<file path="config.mk">
export PLATFORM = sky130hd
export DESIGN_NAME = mem_dma_engine
export DESIGN_NICKNAME = d
export VERILOG_FILES = /design/src/rtl/mem_pkg.sv /design/src/rtl/mem_dma_engine.sv
export SDC_FILE = /design/constraint.sdc
export NUM_CORES = 1
export LEC_CHECK = 0
export CAP_MARGIN = 10
export CORE_MARGIN = 3
export CORE_UTILIZATION = 45
export CTS_CLUSTER_DIAMETER = 60
export DETAILED_ROUTE_END_ITERATION = 6
export GPL_TIMING_DRIVEN = 0
export PLACE_DENSITY = 0.82
export SLEW_MARGIN = 20
export SYNTH_ARGS = -nofsm -noshare
export SYNTH_HDL_FRONTEND = slang
export SYNTH_SLANG_ARGS = --single-unit
</file>
<file path="constraint.sdc">
create_clock -name clk -period 3.1 [get_ports clk]
set_input_delay 0.62 -clock clk [delete_from_list [all_inputs] [get_ports clk]]
set_output_delay 0.62 -clock clk [all_outputs]
set_load 0.02 [all_outputs]
</file>
<file path="src/rtl/mem_pkg.sv">
// mem_pkg: shared widths and state/mode types for the memory DMA engine.
package mem_pkg;
   localparam int ADDR_W = 16;
   localparam int DATA_W = 32;
   typedef enum logic [1:0] {IDLE, READ, WRITE, DONE} mem_dma_state_t;
   typedef enum logic {FILL, COPY} mem_dma_mode_t;
endpackage

</file>
<file path="src/rtl/mem_dma_engine.sv">
// mem_dma_engine: fill/copy block-transfer engine owning the memory port,
// with a host pass-through port while idle.
module mem_dma_engine #(
   parameter int ADDR_W = mem_pkg::ADDR_W,
   parameter int DATA_W = mem_pkg::DATA_W
) (
   input  logic              clk,
   input  logic              rst,
   input  logic              start,
   input  logic              mode,
   input  logic [ADDR_W-1:0] src_addr,
   input  logic [ADDR_W-1:0] dst_addr,
   input  logic [ADDR_W:0]   len,
   input  logic [DATA_W-1:0] fill_value,
   output logic              busy,
   output logic              done,
   input  logic              host_valid,
   input  logic              host_we,
   input  logic [ADDR_W-1:0] host_addr,
   input  logic [DATA_W-1:0] host_wdata,
   output logic              host_ready,
   output logic [DATA_W-1:0] host_rdata,
   output logic [ADDR_W-1:0] mem_addr,
   output logic              mem_we,
   output logic [DATA_W-1:0] mem_wdata,
   input  logic [DATA_W-1:0] mem_rdata
);
   import mem_pkg::*;
   localparam logic [ADDR_W:0]   REM_ONE  = 1;
   localparam logic [ADDR_W-1:0] ADDR_ONE = 1;
   mem_dma_state_t    state;
   mem_dma_mode_t     mode_q;
   logic [ADDR_W-1:0] src, dst;
   logic [ADDR_W:0]   rem;
   logic [DATA_W-1:0] value, data_q;
   logic              idle;
   assign idle       = state == IDLE;
   assign busy       = !idle;
   assign done       = state == DONE;
   // reset blocks the port combinationally so no write slips through mid-transfer
   assign host_ready = idle && !rst;
   assign host_rdata = mem_rdata;
   assign mem_addr   = idle ? host_addr : (state == READ ? src : dst);
   assign mem_we     = !rst && (idle ? host_valid && host_we : state == WRITE);
   assign mem_wdata  = idle ? host_wdata : (mode_q == COPY ? data_q : value);
   always_ff @(posedge clk) begin
      if (rst) begin
         state  <= IDLE;
         mode_q <= FILL;
         src    <= '0;
         dst    <= '0;
         rem    <= '0;
         value  <= '0;
         data_q <= '0;
      end else begin
         case (state)
            IDLE: if (start) begin
               mode_q <= mem_dma_mode_t'(mode);
               src    <= src_addr;
               dst    <= dst_addr;
               rem    <= len;
               value  <= fill_value;
               state  <= len == '0 ? DONE : (mode ? READ : WRITE);
            end
            READ: begin
               data_q <= mem_rdata;
               src    <= src + ADDR_ONE;
               state  <= WRITE;
            end
            WRITE: begin
               dst   <= dst + ADDR_ONE;
               rem   <= rem - REM_ONE;
               state <= rem == REM_ONE ? DONE : (mode_q == COPY ? READ : WRITE);
            end
            default: state <= IDLE;
         endcase
      end
   end
endmodule

</file>
==> results of run 1 <==
==> cell type report <==
cell class                      instances  area (sq um)
Sequential cell                       116          2320
Multi-Input combinational cell        657          3700
Fill cell                            1160          4140
Timing Repair Buffer                  249          2460
Buffer                                102           556
Tap cell                              180           225
Inverter                               12          45.0
Clock buffer                           21           470
Clock inverter                         10           178
==> where the power goes <==
part | switching, mW | leakage, nW | total (mW) | internal, mW
clock network | 0.704 | 0.319 | 2.18 | 1.48
logic | 0.838 | 2.44 | 1.50 | 0.658
registers | 0.127 | 0.951 | 1.74 | 1.62
==> cells by family after synthesis <==
family | synth area share [%]
adder cells (fa/ha/maj) | 0.762
AO/OA/AOI/OAI | 20.5
multiplexers | 8.74
AND/OR/NAND/NOR | 25.7
XOR/XNOR | 0.533
buffers and inverters | 8.38
flip-flops | 35.3
==> metal layers <==
metal	GRT usage (%)	wire [um]
met1	39.1	10200
met2	50.0	12400
met3	7.37	2600
met4	13.9	796
met5	0	0
==> registers in the layout (all words and copies together), names as in the netlist <==
signal,count
state,2
value,32
data_q,32
src,16
dst,16
rem,17
mode_q,1
==> worst max-delay path, delay by kind of cell, from the launching register on <==
family / cells / cell delay [ps]
simple gates: 1 / 160
flops: 1 / 450
buf+inv: 4 / 1330
==> metrics by stage <==
stage               setup WS [ps]  instances  util, %
global route                 2.15       1347     70.6
finish                        117       1347     70.6
global placement             -358       1316     65.9
detailed placement           -390       1316     65.9
CTS                        -0.862       1347     70.5
floorplan                     533        887        -
==> layout by cell type, fill, tap and decap left out, types with 5 or more instances in the layout <==
master	instances
nand2_1	182
mux2i_1	54
buf_4	35
nor3b_1	5
nand3b_1	6
dlygate4sd2_1	40
clkdlybuf4s50_1	200
nor2_1	59
nor4_1	16
bufinv_16	5
nand2b_1	6
o22ai_1	5
clkbuf_1	41
buf_1	6
clkbuf_16	17
inv_1	12
o211ai_1	10
a21oi_1	128
and2_1	7
o21ai_0	27
or4_1	6
nor3_1	14
buf_2	6
a211oi_1	8
clkbuf_2	9
clkbuf_4	6
dlymetal6s2s_1	9
or3_1	7
nand4_1	10
a31oi_1	15
nand3_1	24
dfxtp_1	116
==> worst min-delay path by stage <==
stage	startpoint	end	slack, ps	cells past startpoint
finish	data_q[12]$_SDFFE_PP0P_	data_q[12]$_SDFFE_PP0P_	450	2
global route	data_q[19]$_SDFFE_PP0P_	data_q[19]$_SDFFE_PP0P_	470	2
CTS	value[31]$_SDFFE_PP0P_	value[31]$_SDFFE_PP0P_	450	2
detailed placement	value[31]$_SDFFE_PP0P_	value[31]$_SDFFE_PP0P_	450	2
global placement	data_q[12]$_SDFFE_PP0P_	data_q[12]$_SDFFE_PP0P_	440	2
floorplan	value[0]$_SDFFE_PP0P_	value[0]$_SDFFE_PP0P_	440	2
==> timing repair <==
action / 4_1_cts / 5_1_grt
setup endpoints to repair: 52 / 14
gates resized for setup: 69 / 15
pin swaps: 0 / 0
==> reports/metrics.yaml, run 1 <==
timing:
  tightest_slew_ps: 765
  timing.setup.tns_ps: 0
  final-setup-viol-count: 0
  final_worst_path_period_need_ps: 2980
  maxSlewHeadroom_pct: 49.0
  hold_violation_total_from_the_final_report: 0
  grt_setup_unrepaired: "false"
  f_max_mhz: 335
  max_slew_violation_total_from_the_final_report: 0
  final.period_utilization_pct: 96.2
  final.hold.worst_slack_ps: 452
  worst_clock_skew_ps: 6.92
cells_and_area:
  antenna_cells_inserted: 0
  design.final.nets: 1326
  final_design_area_no_fill_sq_um: 9960
  final_layout_size_suffix_gt1_share_pct: 8.57
  area_growth_syn_to_layout_pct: 51.6
yosys:
  syn-mean-instance-area_sq_um: 7.41
  synth_enable_flop_cells: 0
  ys_seq_elements: 116
  sequential_to_total_area_share_from_yosys_stat_pct: 35.3
  postSynth.asyncResetShare_pct: 0
  post-synth-top-area-fraction_pct: 35.3
  yosys_most_used_dff: "dfxtp_1"
  mappedNetlistNets: 1058
  synth.distinct_cells: 59
  synth.top_cells.by_count: "182 x nand2_1, 128 x a21oi_1, 116 x dfxtp_1, 59 x nor2_1, 57 x clkbuf_1"
  synth.largest_area_cell: "dfxtp_1"
  synth_cells: 887
  synth.most_common_cell: "nand2_1"
  synth_area_leaders: "dfxtp_1 35%, nand2_1 10%, a21oi_1 9.8%, mux2i_1 8.2%, buf_4 3.7%"
  synthesis.yosys.warnings: 0
  netlist_area_sq_um: 6570
outcome:
  failed_checks: "design-rule violations"
  outcome: "complete, but fails checks"
cts:
  ctsHtreeMaxLevel: 4
  clkTransAtPathRegs_ps: 50
  cts_hold_repair.buffers: 0
  cts_setup_buffers: 0
  number_of_sinks_driven_by_the_clock_tree: 116
  root_buffer: "clkbuf_16"
  clk-insertion-delay-late_ps: 420
  cts-root-to-sink-buffers: 2
  tritoncts: "yes"
  number_of_cts_inserted_buffers: 17
grt:
  first_global_vias: 7571
  grt_overflow: 0
  global_route_wire_length_before_repair_um: 39400
  grt.total_usage_pct: 30.9
  pin_count_of_the_biggest_net_entering_global_routing: 17
  antenna_found_initial: 0
placement:
  placed_area_sq_um: 9290
  port_buffers: 249
  dp_hpwl_um: 18900
  gpl.final_weighted_congestion: 0.974
drt:
  drc_errors: 2
  totalWireLength_um: 26000
  route.antenna.remaining_nets: 0
  wl_per_cell_um: 19.3
  detailroute.via_count: 7913
  drtIter0Drc: 874
  route.detailed.vias_per_inst: 5.87
  drtPass1Iterations: 7
setup_path:
  cp_common_cell: "buf_4"
  cp_slowest_cell: "clkdlybuf4s50_1"
  reg2reg_depth: 6
  cp-startpoint: "state[1]$_SDFFE_PP0P_"
  crit_chain: "or2_2 -> clkbuf_1 -> buf_4 -> buf_4 -> clkdlybuf4s50_1"
  timing.setup.critical_path_class: "reg -> out"
  timing.critical_path.fanout_max: 10
  worstReg2RegEnd: "rem[8]$_SDFFE_PP0P_"
  worst-r2r-setup-slack_ps: 370
  crit_start_category: "flip-flop"
  worst_setup_path_endpoint: "busy"
  critical-path-max-stage-delay_ps: 630
  critPathArrivalTime_ps: 2360
  timing.rr.start: "state[1]$_SDFFE_PP0P_"
  endpoint_kind: "output port"
  critical_path_required_ps: 2480
floorplan:
  fp.coreArea_sq_um: 14100
  die_h_um: 127
  die_width_um: 127
  design.portCount: 251
  initial_cell_density_of_the_core_pct: 46.6
  rows: 43
  area_of_the_die_sq_um: 16100
power:
  pwr_density_cell_nw_per_um2: 545
  leakage_nw: 3.71
  fin_total_pwr_mw: 5.42
  vdd_ir_drop_max_mv: 0.381
job:
  maxCapViolations: 0
min_path:
  worstHoldPathType: "reg -> reg"
Note: power is estimated with default switching activity, not from simulation.
==> inputs of run 2 (changes only) <==
--- a/config.mk
+++ b/config.mk
@@ -5,13 +5,13 @@
 export SDC_FILE = /design/constraint.sdc
 export NUM_CORES = 1
 export LEC_CHECK = 0
-export CAP_MARGIN = 10
+export CAP_MARGIN = 20
 export CORE_MARGIN = 3
-export CORE_UTILIZATION = 45
+export CORE_UTILIZATION = 48
 export CTS_CLUSTER_DIAMETER = 60
 export DETAILED_ROUTE_END_ITERATION = 6
 export GPL_TIMING_DRIVEN = 0
-export PLACE_DENSITY = 0.82
+export PLACE_DENSITY = 0.86
 export SLEW_MARGIN = 20
 export SYNTH_ARGS = -nofsm -noshare
 export SYNTH_HDL_FRONTEND = slang
==> run 2 against run 1 <==
Against the previous run:
- the run now ends clean
- critical path type unchanged
- non-clock buffer count stayed put
- die area is 6.0% lower
- maximum frequency is 2.4% lower
==> reports/metrics.yaml, run 2 (synthesized netlist as in run 1, its figures left out) <==
drt:
  wl_per_cell_um: 19.0  # -1.4%
  wire_length_on_met1_um: 9810  # -3.6%
  route.detailed.vias_per_inst: 5.92  # +0.74%
  drc_errors: 0  # -2
  detailroute.via_count: 7954  # +0.52%
  totalWireLength_um: 25500  # -1.6%
  drtPass1Iterations: 5  # -2
  drtIter0Drc: 913  # +4.5%
  met2_wirelength_um: 11900  # -4.0%
  maxUsedRoutingLayer: "met4"
  met3_wirelength_um: 2820  # +8.6%
  route.antenna.remaining_nets: 0  # unchanged
timing:
  final-setup-viol-count: 0  # unchanged
  f_max_mhz: 327  # -2.4%
  worst_clock_skew_ps: 8.74  # +1.82 ps
  final.period_utilization_pct: 98.6  # +2.4 points
  finalWorstSetupSlack_ps: 43.0  # -74.2 ps
  hold_violation_total_from_the_final_report: 0  # unchanged
  final_worst_path_period_need_ps: 3060  # +74.2 ps
  max_slew_violation_total_from_the_final_report: 0  # unchanged
  tightest_slew_ps: 742  # -22.8 ps
  timing.setup.tns_ps: 0  # unchanged
  maxSlewHeadroom_pct: 50.5  # +1.5 points
grt:
  global_route_wire_length_before_repair_um: 38500  # -2.3%
  grt_overflow: 0  # unchanged
  pin_count_of_the_biggest_net_entering_global_routing: 17  # unchanged
  antenna_found_initial: 0  # unchanged
  first_global_vias: 7505  # -0.87%
  grt.total_usage_pct: 32.7  # +1.8 points
setup_path:
  cp-startpoint: "state[1]$_SDFFE_PP0P_"
  timing.setup.critical_path_class: "reg -> out"
  crit_start_category: "flip-flop"
  timing.critical_path.fanout_max: 10  # unchanged
  timing.rr.start: "state[1]$_SDFFE_PP0P_"
  reg2reg_depth: 6  # unchanged
  critical_path_required_ps: 2480  # about the same
  endpoint_kind: "output port"
  critPathArrivalTime_ps: 2440  # +80 ps
cts:
  ctsHtreeMaxLevel: 4  # unchanged
  cts_setup_buffers: 0  # unchanged
  number_of_cts_inserted_buffers: 17  # unchanged
  clkTransAtPathRegs_ps: 60  # about the same
  clk-insertion-delay-late_ps: 420  # about the same
  number_of_sinks_driven_by_the_clock_tree: 116  # unchanged
  cts-root-to-sink-buffers: 2  # unchanged
  tritoncts: "yes"
  root_buffer: "clkbuf_16"
min_path:
  hold_path_depth: 2  # unchanged
  worst_hold_startpoint: "value[5]$_SDFFE_PP0P_"
  worstHoldPathType: "reg -> reg"
power:
  share_comb_of_total_power_pct: 28.4  # +0.8 points
  pwr_density_cell_nw_per_um2: 530  # -2.7%
  p_sw_share_pct: 32.2  # +1.4 points
  clock_power_share_pct: 38.3  # -1.9 points
  power.switching_mw: 1.69  # +1.2%
  vdd_ir_drop_max_mv: 0.432  # +13%
  seq_power_share_pct: 33.3  # +1.1 points
  leakage_nw: 3.63  # -2.2%
  internal_power_mw: 3.55  # -5.3%
cells_and_area:
  design.final.nets: 1326  # unchanged
  antenna_cells_inserted: 0  # unchanged
  mostFrequentLayoutCell: "clkdlybuf4s50_1"
  final_design_area_no_fill_sq_um: 9890  # -0.69%
  fillers: 1028  # -11%
  largest_registers: "data_q: 32 flops, value: 32 flops, rem: 17 flops"
  final_layout_size_suffix_gt1_share_pct: 8.82  # +0.25 points
  area_growth_syn_to_layout_pct: 50.5
  highest_count_cells_in_the_layout_ignoring_fill_and_taps: "202 x clkdlybuf4s50_1, 182 x nand2_1, 128 x a21oi_1"
floorplan:
  area_of_the_die_sq_um: 15100  # -6.0%
  die_width_um: 123  # -3.0%
  initial_cell_density_of_the_core_pct: 49.4  # +2.8 points
  rows: 42  # -2.3%
  fp.coreArea_sq_um: 13300  # -5.7%
  die_h_um: 123  # -3.0%
  design.portCount: 251  # unchanged
placement:
  detailedPlace.worstSlack_ps: -355  # +34.4 ps
  placed_area_sq_um: 9280  # about the same
  gpl.final_weighted_congestion: 0.937  # -3.8%
  port_buffers: 249  # unchanged
  dp_hpwl_um: 18700  # -1.3%
outcome:
  outcome: "finished clean"
job:
  maxCapViolations: 0  # unchanged
## run 2: cell types whose count changed in the layout (fill, tap and decap cells not counted), sizes merged
cell           previous run  this run
dlymetal6s2s              9         4
clkbuf                   76        80
buf                      47        44
clkinvlp                  1         4
bufinv                    5         3
clkdlybuf4s50           200       202
clkinv                    4         5
dlygate4sd2              40        41
## run 2: metrics by stage
step	hold slack [ps]	util, %	total power, mW	instances
global route	463	74.4	5.42	1344
finish	451	74.4	5.24	1344
floorplan	436	-	2.55	887
global placement	441	69.8	3.26	1312
detailed placement	446	69.8	3.28	1312
CTS	454	74.3	5.22	1344
## run 2: final cells by class
cell class	instances	area, sq um	share of cell area, %
Timing Repair Buffer	249	2440	24.7
Inverter	12	45.0	0.455
Buffer	102	561	5.67
Clock buffer	20	447	4.52
Sequential cell	116	2320	23.5
Multi-Input combinational cell	657	3700	37.4
Clock inverter	12	156	1.58
Tap cell	176	220	2.23
## run 2: final timing paths
check,endpoint,slack (ps)
worst max-delay path,busy,40
worst min-delay path,value[5]$_SDFFE_PP0P_,450
worst max register to register,value[16]$_SDFFE_PP0P_,290
worst min register to register,value[5]$_SDFFE_PP0P_,450
## run 2: metal layers
layer	vias up	GRT usage [%]
met2	496	53.3
li1	3670	-
met5	-	0
met3	84	8.42
met4	0	15.4
met1	3704	40.5
## run 2: power by group through the flow
stage	combinational, mW	sequential, mW	clock (mW)
after floorplan	0.819	1.73	0
after global placement	1.50	1.76	0
after detailed placement	1.52	1.77	0
after CTS	1.47	1.74	2.01
after global routing	1.59	1.76	2.07
final	1.49	1.74	2.01
## run 2: worst max-delay path: stages (launching register included)
cell and delay, ps:
dfxtp_1 480, or2_2 170, clkbuf_1 220, clkbuf_4 290
buf_4 230, clkdlybuf4s50_1 630
## run 2: timing repair
item,in CTS,in global routing
resized for setup,71,18
hold buffers,0,0
endpoints found under the setup margin,52,18
pin swaps,0,0
==> inputs of run 3 (changes only) <==
--- a/config.mk
+++ b/config.mk
@@ -9,6 +9,7 @@
 export CORE_MARGIN = 3
 export CORE_UTILIZATION = 48
 export CTS_CLUSTER_DIAMETER = 60
+export CTS_CLUSTER_SIZE = 28
 export DETAILED_ROUTE_END_ITERATION = 6
 export GPL_TIMING_DRIVEN = 0
 export PLACE_DENSITY = 0.86
==> results of run 3 <==
The final DEF is identical to that of run 2; final timing and power are the same.
